`src/rtl/ifu_sa_cache.sv`:
```
// rtl/ifu_sa_cache.sv - set-associative IFU instruction cache with per-set tree-PLRU and miss FSM
// Optional macro IFU_CACHE_PERF_EN adds saturating hit/miss counters.
module ifu_sa_cache #(
  parameter int ADDR_WIDTH = 32,
  parameter int LINE_WIDTH = 128,
  parameter int NUM_SETS   = 4,
  parameter int NUM_WAYS   = 4,
  localparam int OFFSET_WIDTH = $clog2(LINE_WIDTH / 8),
  localparam int SET_BITS     = (NUM_SETS > 1) ? $clog2(NUM_SETS) : 0,
  localparam int LADDR_WIDTH  = ADDR_WIDTH - OFFSET_WIDTH,
  localparam int TAG_WIDTH    = LADDR_WIDTH - SET_BITS
) (
  input  logic                   Clock,
  input  logic                   Rst_n,
  input  logic                   cpu_reqValidIn,
  input  logic [ADDR_WIDTH-1:0]  cpu_reqAddrIn,
  output logic                   cpu_reqReadyOut,
  output logic                   cpu_rspValidOut,
  output logic [ADDR_WIDTH-1:0]  cpu_rspAddrOut,
  output logic [LINE_WIDTH-1:0]  cpu_rspInsLineOut,
  output logic                   mem_reqValidOut,
  output logic [LADDR_WIDTH-1:0] mem_reqAddrOut,
  input  logic                   mem_reqReadyIn,
  input  logic                   mem_rspValidIn,
  input  logic [LADDR_WIDTH-1:0] mem_rspAddrIn,
  input  logic [LINE_WIDTH-1:0]  mem_rspInsLineIn,
  input  logic                   flushIn,
  output logic                   hitStatusOut,
  output logic [31:0]            perf_hitCntOut,
  output logic [31:0]            perf_missCntOut
);

  localparam int SET_W = (SET_BITS > 0) ? SET_BITS : 1;
  localparam int WAY_W = $clog2(NUM_WAYS);

  typedef enum logic [2:0] {IDLE, LOOKUP, MISS_REQ, MISS_WAIT, RESP} state_t;

  state_t                              state;
  logic [ADDR_WIDTH-1:0]               req_addr_q;
  logic [NUM_SETS-1:0][NUM_WAYS-1:0]   valid_q;
  logic [NUM_SETS-1:0][NUM_WAYS-2:0]   plru_q;
  logic [TAG_WIDTH-1:0]                tag_mem  [NUM_SETS][NUM_WAYS];
  logic [LINE_WIDTH-1:0]               data_mem [NUM_SETS][NUM_WAYS];
  logic                                flush_pending;
  logic                                mem_req_valid_q;
  logic                                rsp_valid_q;
  logic [LINE_WIDTH-1:0]               rsp_line_q;

  logic [SET_W-1:0]       set_idx;
  logic [TAG_WIDTH-1:0]   req_tag;
  logic [LADDR_WIDTH-1:0] req_laddr;
  logic                   hit;
  logic [WAY_W-1:0]       hit_way;
  logic [WAY_W-1:0]       victim_way;
  logic                   lookup_hit;
  logic                   fill_match;

  generate
    if (SET_BITS > 0) begin : g_set
      assign set_idx = req_addr_q[OFFSET_WIDTH +: SET_W];
    end else begin : g_noset
      assign set_idx = '0;
    end
  endgenerate

  assign req_tag   = req_addr_q[ADDR_WIDTH-1 -: TAG_WIDTH];
  assign req_laddr = req_addr_q[ADDR_WIDTH-1:OFFSET_WIDTH];

  // Walk the heap-ordered tree: each node bit selects lower (0) or upper (1) child.
  function automatic logic [WAY_W-1:0] plru_pick(input logic [NUM_WAYS-2:0] tree);
    int node = 0;
    for (int l = 0; l < WAY_W; l++) node = 2 * node + 1 + int'(tree[node]);
    return WAY_W'(node - (NUM_WAYS - 1));
  endfunction

  function automatic logic [NUM_WAYS-2:0] plru_touch(input logic [NUM_WAYS-2:0] tree,
                                                     input logic [WAY_W-1:0] way);
    int   node = 0;
    logic b;
    logic [NUM_WAYS-2:0] t;
    t = tree;
    for (int l = 0; l < WAY_W; l++) begin
      b = way[WAY_W-1-l];
      t[node] = ~b;
      node = 2 * node + 1 + int'(b);
    end
    return t;
  endfunction

  always_comb begin
    hit     = 1'b0;
    hit_way = '0;
    for (int w = 0; w < NUM_WAYS; w++) begin
      if (valid_q[set_idx][w] && (tag_mem[set_idx][w] == req_tag)) begin
        hit     = 1'b1;
        hit_way = WAY_W'(w);
      end
    end
  end

  // Invalid ways take priority over the PLRU choice; descending loop leaves the lowest.
  always_comb begin
    victim_way = plru_pick(plru_q[set_idx]);
    for (int w = NUM_WAYS - 1; w >= 0; w--) begin
      if (!valid_q[set_idx][w]) victim_way = WAY_W'(w);
    end
  end

  assign lookup_hit = (state == LOOKUP) && hit;
  assign fill_match = (state == MISS_WAIT) && mem_rspValidIn && (mem_rspAddrIn == req_laddr);

  always_ff @(posedge Clock or negedge Rst_n) begin
    if (!Rst_n) begin
      state           <= IDLE;
      req_addr_q      <= '0;
      valid_q         <= '0;
      plru_q          <= '0;
      flush_pending   <= 1'b0;
      mem_req_valid_q <= 1'b0;
      rsp_valid_q     <= 1'b0;
      rsp_line_q      <= '0;
    end else begin
      rsp_valid_q <= 1'b0;
      if (flushIn && (state != IDLE)) flush_pending <= 1'b1;
      case (state)
        IDLE: begin
          if (flushIn || flush_pending) begin
            valid_q       <= '0;
            plru_q        <= '0;
            flush_pending <= 1'b0;
          end else if (cpu_reqValidIn) begin
            req_addr_q <= cpu_reqAddrIn;
            state      <= LOOKUP;
          end
        end
        LOOKUP: begin
          if (hit) begin
            plru_q[set_idx] <= plru_touch(plru_q[set_idx], hit_way);
            state           <= IDLE;
          end else begin
            mem_req_valid_q <= 1'b1;
            state           <= MISS_REQ;
          end
        end
        MISS_REQ: begin
          if (mem_reqReadyIn) begin
            mem_req_valid_q <= 1'b0;
            state           <= MISS_WAIT;
          end
        end
        MISS_WAIT: begin
          if (fill_match) begin
            valid_q[set_idx][victim_way] <= 1'b1;
            plru_q[set_idx]              <= plru_touch(plru_q[set_idx], victim_way);
            rsp_line_q                   <= mem_rspInsLineIn;
            rsp_valid_q                  <= 1'b1;
            state                        <= RESP;
          end
        end
        RESP:    state <= IDLE;
        default: state <= IDLE;
      endcase
    end
  end

  always_ff @(posedge Clock) begin
    if (fill_match) begin
      tag_mem[set_idx][victim_way]  <= req_tag;
      data_mem[set_idx][victim_way] <= mem_rspInsLineIn;
    end
  end

  assign cpu_reqReadyOut   = (state == IDLE) && !flush_pending && !flushIn;
  assign cpu_rspValidOut   = lookup_hit || rsp_valid_q;
  assign cpu_rspAddrOut    = req_addr_q;
  assign cpu_rspInsLineOut = lookup_hit ? data_mem[set_idx][hit_way] : rsp_line_q;
  assign mem_reqValidOut   = mem_req_valid_q;
  assign mem_reqAddrOut    = req_laddr;
  assign hitStatusOut      = lookup_hit;

`ifdef IFU_CACHE_PERF_EN
  logic [31:0] hit_cnt_q;
  logic [31:0] miss_cnt_q;

  always_ff @(posedge Clock or negedge Rst_n) begin
    if (!Rst_n) begin
      hit_cnt_q  <= '0;
      miss_cnt_q <= '0;
    end else if (state == LOOKUP) begin
      if (hit && (hit_cnt_q != 32'hFFFF_FFFF)) hit_cnt_q <= hit_cnt_q + 32'd1;
      if (!hit && (miss_cnt_q != 32'hFFFF_FFFF)) miss_cnt_q <= miss_cnt_q + 32'd1;
    end
  end

  assign perf_hitCntOut  = hit_cnt_q;
  assign perf_missCntOut = miss_cnt_q;
`else
  assign perf_hitCntOut  = '0;
  assign perf_missCntOut = '0;
`endif

endmodule

```
`config.mk`:
```
export PLATFORM = sky130hd
export DESIGN_NAME = ifu_sa_cache
export DESIGN_NICKNAME = d
export VERILOG_FILES = /design/src/rtl/ifu_sa_cache.sv
export SDC_FILE = /design/constraint.sdc
export NUM_CORES = 2
export LEC_CHECK = 0
export BUFFER_PORTS_ARGS = -buffer_cell sky130_fd_sc_hd__buf_2
export CAP_MARGIN = 40
export CELL_PAD_IN_SITES_DETAIL_PLACEMENT = 0
export CELL_PAD_IN_SITES_GLOBAL_PLACEMENT = 1
export CORE_MARGIN = 3
export CORE_UTILIZATION = 50
export DETAILED_ROUTE_END_ITERATION = 6
export GPL_TIMING_DRIVEN = 0
export PLACE_DENSITY_LB_ADDON = 0.2
export SLEW_MARGIN = 20
export SYNTH_ARGS = -nofsm -noshare
export SYNTH_HDL_FRONTEND = slang
export SYNTH_SLANG_ARGS = --single-unit
```
`constraint.sdc`:
```
create_clock -name Clock -period 14 [get_ports Clock]
set_clock_uncertainty 0.2 [all_clocks]
set_input_delay 1.4 -clock Clock [delete_from_list [all_inputs] [get_ports Clock]]
set_output_delay 1.4 -clock Clock [all_outputs]
set_load 0.1 [all_outputs]
```
Word level (Yosys, flattened, before mapping)
Memory sizes are Yosys's and may differ from the RTL's. Cells that the tools add are included.

Register bits after elaboration: 194. RAM bits: 2464. Logic and storage cells: 150. Memories kept: 2.

Add/sub/neg operators: 6. Magnitude comparators: 12. Equal/unequal tests: 15. Multiplexer cells: 63. Bitwise logic cells: 8. Reductions and logical operators: 30.

Memory list: data_mem (depth 4, width 512, rd ports 1, clocked after Yosys merged registers in 0, write ports 1, line 43) `logic [LINE_WIDTH-1:0] data_mem [NUM_SETS][NUM_WAYS];`; tag_mem (depth 4, width 104, rd ports 1, clocked after Yosys merged registers in 0, write ports 1, line 42) `logic [TAG_WIDTH-1:0] tag_mem [NUM_SETS][NUM_WAYS];`.

Operator list (number): $mux W128 (4); $mux W512 (1); $bmux W128 S2 (1); $demux W128 S2 (1); $eq A26 B26 Y1 (4); $mux W104 (1); $demux W26 S2 (1); $mux W12 (3); $pmux W12 S3 (1); $mux W16 (2); $pmux W16 S2 (1); $eq A28 B28 Y1 (1); $mux W26 (1); $bwmux W12 (2); $mux W3 (6); $mux W1 (17); $or A16 B16 Y16 (1); $logic_and A1 B1 Y1 (15); $lt A2 B3 Y1 const B (5); $mux W2 (7); $ne A2 B2 Y1 const B (7); $pmux W3 S4 (1); $reduce_and A3 Y1 (3); $bmux W4 S2 (1); 26 further kinds (47).

Logic depth before layout (Yosys ltp)
Depth after elaboration: 21. Depth in mapped cells: 17. Mapped depth without buffers: 9.

Least setup slack after synthesis
No wires, ideal clock.

Kind: flip-flop to flip-flop. Start point: register req_addr_q[4], in the netlist cpu_rspAddrOut[4]. End point: memory data_mem[1][256] in the netlist's numbering, enable pin. Setup time: 0.672 ns. Data arrival time: 9.880 ns. Required time: 13.128 ns. Setup slack: 3.248 ns. Cell stages (with the launch flop): 14. Path buffers: 11. Cell sequence: dfrtp_1 > buf_6 > buf_6 > buf_6 > buf_8 > buf_6 > buf_6 > buf_2 > buf_2 > buf_2 > buf_2 > clkbuf_1 > nand2_1 > nor2_1.

Longest elaborated chain between the ends: 18. Elaborated cells between the ends (all ways): 25.

RTL lines: start: declaration (line 39) `logic [ADDR_WIDTH-1:0] req_addr_q;`; start signal: assignment (line 132) `req_addr_q <= cpu_reqAddrIn;`; $bmux W3 S2 (line 103) `victim_way = plru_pick(plru_q[set_idx]);`; $mux W3 (not written as such) (line 103); $add A1 B1 Y2 (line 72) `for (int l = 0; l < WAY_W; l++) node = 2 * node + 1 + int'(tree[node]);`; $bmux W1 S2 (line 72); $mux W1 (not written as such) (2 in series) (line 72); $add A2 B1 Y2 (line 72); $sub A2 B2 Y2 (line 73) `return WAY_W'(node - (NUM_WAYS - 1));`; $mux W2 (4 in series) (line 105) `if (!valid_q[set_idx][w]) victim_way = WAY_W'(w);`; $not A2 Y3 (not written as such) (line 169) `data_mem[set_idx][victim_way] <= mem_rspInsLineIn;`; $ge A3 B3 Y1 (not written as such) / $lt A3 B1 Y1 (equally long branches) (line 169); $logic_and A1 B1 Y1 (not written as such) (line 169); $mux W128 (not written as such) (line 169); $demux W128 S2 (line 169); $mux W512 (not written as such) (line 169); end: declaration (line 43).

Several ways; a longest one is shown, not always the timed one. The select of a mux whose other input is x is not followed.

Worst setup path in the final report
Start point: register req_addr_q[5], in the netlist cpu_rspAddrOut[5]. End point: output port cpu_rspInsLineOut[17].

Longest elaborated chain between the ends: 11. Elaborated cells between the ends (all ways): 25.

RTL lines: $mem_v2 Z4 W104 / $bmux W4 S2 (equally long branches); $eq A26 B26 Y1 / $mux W4 (equally long branches) (line 94) `if (valid_q[set_idx][w] && (tag_mem[set_idx][w] == req_tag)) begin`; $logic_and A1 B1 Y1 (line 94); $mux W1 (line 94); $mux W2 (2 in series) (line 94); $not A2 Y3 (not written as such) (line 176) `assign cpu_rspInsLineOut = lookup_hit ? data_mem[set_idx][hit_way] : rsp_line_q;`; $bmux W128 S2 (line 176); $mux W128 (not written as such) (2 in series) (line 176); $mux W128 (*) (line 176); end: declaration (line 20) `output logic [LINE_WIDTH-1:0] cpu_rspInsLineOut,`.

Every way passes the cells marked *; elsewhere a longest branch is shown, timed or not. The select of a mux whose other input is x is not followed.

==> run summary <==
Status = complete, but fails checks
Violated checks = design-rule violations
Maximum clock insertion buffer count = 4
Die width = 464.6 µm
Tot GR Track Use = 26.27%
Flops & latches, synth = 2,658
DP Wirelength = 190,100 µm
DRT antenna net count = 0
GR peak layer = met2
Via Count = 55,627
Antenna violations before repair = 48
Final Util = 60.03%
Largest net degree at the start of global routing = 73
Crit path arrival time = 7.76 ns
CTS tree = built
Post-synth EDFFs = 2,464
CTS root buffer = clkbuf_16
Layout cell share with drive strength beyond 1 = 29.13%
I/O pins = 450
First-pass GRT wire length = 406,600 µm
Peak VDD IR = 0.1408 mV
Fin. max-slew vios = 0
GRT met3 Usage = 4.768%
Slew at the pin closest to its max-slew limit = 0.8879 ns
Core Area = 0.2081 mm²
Crit path max fanout = 10
CTS clk-pin slew, worst paths = 0.06 ns
Finish-stage setup viols = 0
Layout Nets = 6,529
Max Clock Freq = 106.8 MHz
Seq/Total Area, Yosys = 74.99%
Top cells by instance count after synthesis = 2,464 x edfxtp_1, 588 x mux4_2, 422 x nand2_1
Hold crit path type = input port to async pin
# Max-Cap Violations = 0
Final TNS setup = 0 ns
# rows = 167
Critical Path RT = 12.40 ns
Most common cell in the netlist = edfxtp_1
Via density = 5.946
Pwr Total = 16.10 mW
Hold-fix buffers, CTS = 0
Post-place setup slack = 5.502 ns
CP Launch Type = flop
Yosys warnings = 0
Setup CP Type = flop to output port
Cell variety after synth = 66
Drt drc = 1
Vias in the first global route = 56,129
Die span in y = 464.6 µm
Area Overhead vs Synth = 18.83%
Final hold vios = 0
Clock sink count = 2,658
Worst skew pair latency = 0.92 ns
Most used DFF post-synth = edfxtp_1
IO Port Bufs = 385
Async set-reset flop share out of synthesis = 7.299%
Post-CTS Setup Inserts = 0
Synthesized cell area = 0.1051 mm²
Slew headroom = 40.80%
DR WL/cell = 30.22 µm
Grt met1 use = 36.89%
DR iter-0 viols = 5,962
Cell area after layout = 0.1249 mm²
Total Wirelength = 282,700 µm
Crit path capture type = output port
Synth area leader = edfxtp_1
Die area = 0.2158 mm²
Gr ovfl total = 0
PD cells = 128.9 mW/mm²
CTS Buf Count = 289
Starting density of the core = 50.52%
Cells after Synth = 5,358
Grt met2 use = 42.21%
TritonRoute pass-1 iters = 7
Yosys top cell area share = 70.38%
Top post-synthesis cells by area = edfxtp_1 70%, mux4_2 13%, dfrtp_1 4.6%
Final Cycle Share = 66.87%
Minimum clock period = 9.361 ns
Post-Syn Area per Cell = 19.62 µm²
RSZ-0062 raised after global routing = false
PostCTS Resize Cnt = 0
H-tree depth = 5
Routability cong. = 0.7980
Worst setup margin = 4.639 ns
P_leak = 42.61 nW
Placed Area = 0.1159 mm²
==> layout make-up <==
class	count	area, µm²
fill	15249	83180
sequential	2658	78850
multi-input combinational	2351	24190
clock buffer	382	7869
timing repair buffer	623	7018
tap	2788	3488
buffer	398	2425
clock inverter	121	991.0
inverter	14	52.55
antenna	21	52.55
==> kinds of logic (layout without fill, tap and decap cells) <==
group / Yosys count / after routing / share of synthesized area [%]
compound gates: 502 / 502 / 3.406
mux: 834 / 834 / 15.07
simple gates: 829 / 829 / 3.174
buf+inv: 412 / 1538 / 2.340
xor+xnor: 122 / 122 / 1.016
flops: 2658 / 2658 / 74.99
other cells: 1 / 85 / 0.003567
==> through the flow <==
| step | hold slack [ns] | cells |
|---|---|---|
| 5_1_grt | 0.2516 | 9343 |
| 6_report | 0.2482 | 9356 |
| 4_1_cts | 0.2145 | 9323 |
| 2_1_floorplan | 0.2394 | 5421 |
| 3_3_place_gp | 0.2498 | 8594 |
| 3_5_place_dp | 0.2560 | 8820 |
==> cell usage in the layout, fill, tap and decap left out, drive strengths merged, types with 4 or more instances in the layout <==
cell	count
o211ai	5
a221oi	5
nor2	318
buf	875
nand2	422
xor2	34
inv	20
nand2b	4
nor4	9
o31ai	18
dlygate4sd1	13
a21oi	151
a211o	129
nor3	13
clkinvlp	4
mux2i	197
nand3	15
a2bb2oi	6
clkbuf	511
o21a	6
o22ai	7
o221ai	5
clkinv	95
a2111oi	4
edfxtp	2464
mux4	593
bufinv	16
dlymetal6s2s	4
nand4	20
diode	21
xnor2	88
mux2	44
a21boi	129
o32a	5
or2	6
dfrtp	194
o21ai	12
conb	64
==> layer usage <==
| layer | wire [µm] | vias up |
|---|---|---|
| li1 | - | 23363 |
| met1 | 113900 | 29343 |
| met2 | 137200 | 2477 |
| met3 | 22450 | 438 |
| met4 | 9140 | 6 |
| met5 | 34 | - |
==> power breakdown <==
group	switching [mW]	internal (mW)
Sequential	0.000113	8.65
Combinational	0.186	0.0369
Clock	2.99	4.23
Total	3.18	12.9
==> flip-flops by register name, summed over array words and instances (netlist names) <==
register and flops:
mem_reqValidOut 1, rsp_line_q 128, flush_pending 1, tag_mem 416, valid_q 16, state 3
data_mem 2048, plru_q 12, cpu_rspAddrOut 32, rsp_valid_q 1
==> path summary, 6_finish.rpt <==
path,start,endpoint,slack [ns],cells after the start
min,Rst_n,rsp_line_q[107],0.25,1
min in group Clock,rsp_line_q[21],rsp_line_q[21],0.26,2
max,cpu_rspAddrOut[5],cpu_rspInsLineOut[17],4.64,15
max in group asynchronous,Rst_n,rsp_line_q[46],12.30,2
max reg2reg,cpu_rspAddrOut[5],data_mem[3][231],6.93,16
min reg2reg,rsp_line_q[21],rsp_line_q[21],0.26,2
==> critical path: stages, from the launching register on <==
cell,delay (ns)
dfrtp_1,0.63
buf_2,0.47
buf_2,0.43
buf_2,0.44
buf_2,0.43
mux4_2,0.39
xor2_1,0.17
nor3_1,0.56
nand4_1,0.30
a31oi_2,0.56
buf_2,0.42
buf_12,0.24
dlymetal6s2s_1,0.53
nor2_1,0.10
a21oi_1,0.57
buf_2,0.55
(Power assumes the default switching activity.)
